==> config.mk <==
export PLATFORM = sky130hd
export DESIGN_NAME = mem_writer
export DESIGN_NICKNAME = d
export VERILOG_FILES = /design/src/rtl/mem_writer.sv
export SDC_FILE = /design/constraint.sdc
export NUM_CORES = 1
export LEC_CHECK = 0
export CAP_MARGIN = 15
export CORE_MARGIN = 2
export CORE_UTILIZATION = 53
export CTS_CLUSTER_SIZE = 14
export DETAILED_ROUTE_END_ITERATION = 8
export PLACE_DENSITY = 0.84
export SETUP_SLACK_MARGIN = 0.02
export SYNTH_ARGS = -nofsm -noshare
export SYNTH_HDL_FRONTEND = slang
export SYNTH_SLANG_ARGS = --single-unit
==> constraint.sdc <==
create_clock -name clk -period 5.22 [get_ports clk]
set_clock_uncertainty 0.05 [all_clocks]
set_input_delay 1.044 -clock clk [delete_from_list [all_inputs] [get_ports clk]]
set_output_delay 1.044 -clock clk [all_outputs]
set_load 0.02 [all_outputs]
==> src/rtl/mem_writer.sv <==
// mem_writer: range-checks a base/length request, then writes each accepted stream word
// to consecutive RAM addresses through registered write strobes.
module mem_writer #(
   parameter int bits = 8,
   parameter int size = 16,
   parameter int address_size = 4
) (
   input  logic                    clk,
   input  logic                    rst,
   input  logic                    start,
   input  logic [address_size-1:0] base_addr,
   input  logic [address_size:0]   length,
   input  logic                    in_valid,
   input  logic [bits-1:0]         in_data,
   output logic                    in_ready,
   output logic                    mem_we,
   output logic [address_size-1:0] mem_address,
   output logic [bits-1:0]         mem_dataIn,
   output logic                    busy,
   output logic                    done,
   output logic                    error
);
   typedef enum logic [1:0] {IDLE, WRITE, DONE} state_t;
   state_t state, nxt;
   logic [address_size-1:0] base_q;
   logic [address_size:0]   len_q, cnt;
   logic [address_size+1:0] end_addr;
   logic over, hs, last, accept;
   // two extra bits keep base+length from overflowing before the compare against size
   assign end_addr = {2'b0, base_addr} + {1'b0, length};
   assign over     = end_addr > (address_size+2)'(size);
   assign in_ready = state == WRITE;
   assign busy     = state != IDLE;
   assign done     = state == DONE;
   assign hs       = in_valid && in_ready;
   assign last     = cnt == len_q - 1'b1;
   assign accept   = state == IDLE && start && !over;
   always_comb begin
      nxt = state;
      nxt = state == IDLE  ? (accept ? (length == '0 ? DONE : WRITE) : IDLE) :
            state == WRITE ? (hs && last ? DONE : WRITE) : IDLE;
   end
   always_ff @(posedge clk) begin
      if (rst) begin
         state       <= IDLE;
         mem_we      <= 1'b0;
         mem_address <= '0;
         mem_dataIn  <= '0;
         error       <= 1'b0;
         cnt         <= '0;
         base_q      <= '0;
         len_q       <= '0;
      end else begin
         state  <= nxt;
         mem_we <= hs;
         error  <= state == IDLE && start && over;
         if (accept && length != '0) begin
            base_q <= base_addr;
            len_q  <= length;
            cnt    <= '0;
         end
         if (hs) begin
            mem_address <= base_q + cnt[address_size-1:0];
            mem_dataIn  <= in_data;
            cnt         <= cnt + 1'b1;
         end
      end
   end
endmodule

==> reports/metrics.yaml <==
rows: 19
layoutNonFillerInstCount: 249
multi_input_area_sq_um: 931
mostFrequentLayoutCells: "clkdlybuf4s50_1, dfxtp_1, nand2_1, a21oi_1, nand2b_1"
ctsResizeCount: 0
n_fill_cell: 206
fmax_mhz: 268
drt_iter0_drc: 49
synth_cell_types: 36
maxSlewHeadroom: 0.565
diodes: 0
maxCapViolCount: 0
area_delta_synth_final_pct: 27.0
slew_violations: 0
h-tree-depth: 2
postCtsSetupBuffers: 0
ys_seq_area_frac: 0.377
cts_tree: "yes"
pin_count: 38
cts_num_sinks: 30
clkTransAtPathRegs_ns: 0.09
nets: 251
firstDrtPassIters: 4
clkPwrFrac: 0.280
hpwl_mm: 2.78
cts_buffer_depth: 2
dieArea_sq_um: 3460
netlist_top_cells_area: "dfxtp_1, ha_1, nand2_1"
p_int_mw: 0.354
initial_utilization: 0.567
drtAntennaViolNets: 0
syn_inst: 182
min_path_type: "reg2reg"
yosysWarnings: 0
ir_drop_mv: 0.216
grt_pass1_vias: 1388
antenna_found_initial: 0
routed-via-count: 1430
holdWs_ns: 0.408
p_seq_frac: 0.499
finalPower_mw: 0.496
min_period_ns: 3.74
fin_setup_tns_ns: 0
avgRoutedWirePerCell_um: 14.8
grt_use_total: 0.237
syn_area_sq_um: 1590
powerDensity_nw_per_um2: 245
ys.flop_type: "dfxtp_1"
ys_seq_elements: 30
avgViaCountPerCell: 5.74
die_width_um: 58.8
clk_latency_ns: 0.34
final_hold_viol_count: 0
final_common_cell: "clkdlybuf4s50_1"
setup_viol: 0
portBuffers: 37
die_y_um: 58.8
dp_cells: 243
min_period_over_period: 0.716
critPathRequiredTime_ns: 5.37
core_sq_um: 2810
arrival_ns: 3.89
avgSynthCellArea_sq_um: 8.74
p_sw_mw: 0.142
syn_nets: 214
regArea_sq_um: 601
drc_errors: 0
grt_pass1_wl_mm: 6.20
post-synth-top-area-cell: "dfxtp_1"
outcome: "completed"
combPwrFrac: 0.221
synth_edf_count: 0
async_reset_ff_frac: 0
postRouteWirelength_mm: 3.70
synth_top_area_share: 0.377
drive_above_1_share: 0.0642
start_kind: "input pin"
grt.overflow.total: 0
tightest_slew_ns: 0.653
cts_hold_buf: 0
rsz0062_at_grt: "no"
critical_path_class: "in2reg"
grt_max_degree: 40
cp-end-kind: "flop"
root_buffer: "clkbuf_4"
switching_share: 0.287
critPathMaxFanout: 15
power_leakage_nw: 0.747
gp_congestion: 0.875
cts_made_buffers: 5
## cells by family after synthesis
kind of cell / after synthesis / synth area share
AO/OA/AOI/OAI: 33 / 0.133
multiplexers: 4 / 0.0252
XOR/XNOR: 12 / 0.0660
AND/OR/NAND/NOR: 78 / 0.265
buffers and inverters: 14 / 0.0377
flip-flops: 30 / 0.377
adder cells (fa/ha/maj): 11 / 0.0959
## sequential cells by signal, indices dropped and copies added, names as in the netlist
name / flops
error: 1
base_q: 4
len_q: 5
mem_dataIn: 8
mem_we: 1
state: 2
cnt: 5
mem_address: 4
## Yosys cell counts (5+ instances only)
cell type / n
xor2_1: 8
ha_1: 9
dfxtp_1: 30
clkbuf_1: 7
nand2_1: 25
nor3_1: 5
nand3b_1: 7
inv_1: 6
nand2b_1: 13
a21oi_1: 16
nor2_1: 10
## worst paths after layout
kind,startpoint,to,slack (ns),cells after the start
worst min-delay path,mem_dataIn[1],mem_dataIn[1],0.41,2
worst max register to register,state[0],state[0],3.16,6
worst min register to register,mem_dataIn[1],mem_dataIn[1],0.41,2
worst max-delay path,length[0],len_q[3],1.48,9
## per-stage QoR
| stage | utilization | instance area [sq um] | setup WS [ns] |
|---|---|---|---|
| after floorplan | - | 1590 | 1.98 |
| after global placement | 0.702 | 1970 | 1.33 |
| after detailed placement | 0.702 | 1970 | 1.15 |
| after CTS | 0.721 | 2020 | 1.50 |
| after global routing | 0.721 | 2020 | 1.29 |
| final | 0.721 | 2020 | 1.48 |
## cell type report
type	count	area share
multi-input cells	138	0.460
flip-flops and latches	30	0.297
repair buffers	38	0.187
clock buffers	6	0.0254
well taps	31	0.0192
inverters	6	0.0111
## power groups by stage
stage	clock network (mW)	registers (mW)	logic, mW
finish	0.139	0.248	0.109
global route	0.150	0.249	0.119
CTS	0.139	0.248	0.109
detailed placement	0	0.253	0.109
global placement	0	0.252	0.103
floorplan	0	0.257	0.0630
## critical path, cell delays in order
cell and delay (ns):
clkdlybuf4s50_1 0.52, ha_1 0.21, fa_1 0.43, or2_1 0.27
a2111oi_2 0.36, a31oi_1 0.11, and3_4 0.20, nor3_4 0.56
o21ai_0 0.19
## layer usage
| metal | track usage | vias to the layer above | wire length (um) |
|---|---|---|---|
| li1 | - | 699 | - |
| met1 | 0.277 | 677 | 1570 |
| met2 | 0.398 | 43 | 1840 |
| met3 | 0.0615 | 11 | 193 |
| met4 | 0.117 | 0 | 95 |
| met5 | 0 | - | 0 |
No activity file was read; power rests on OpenSTA's default activity.
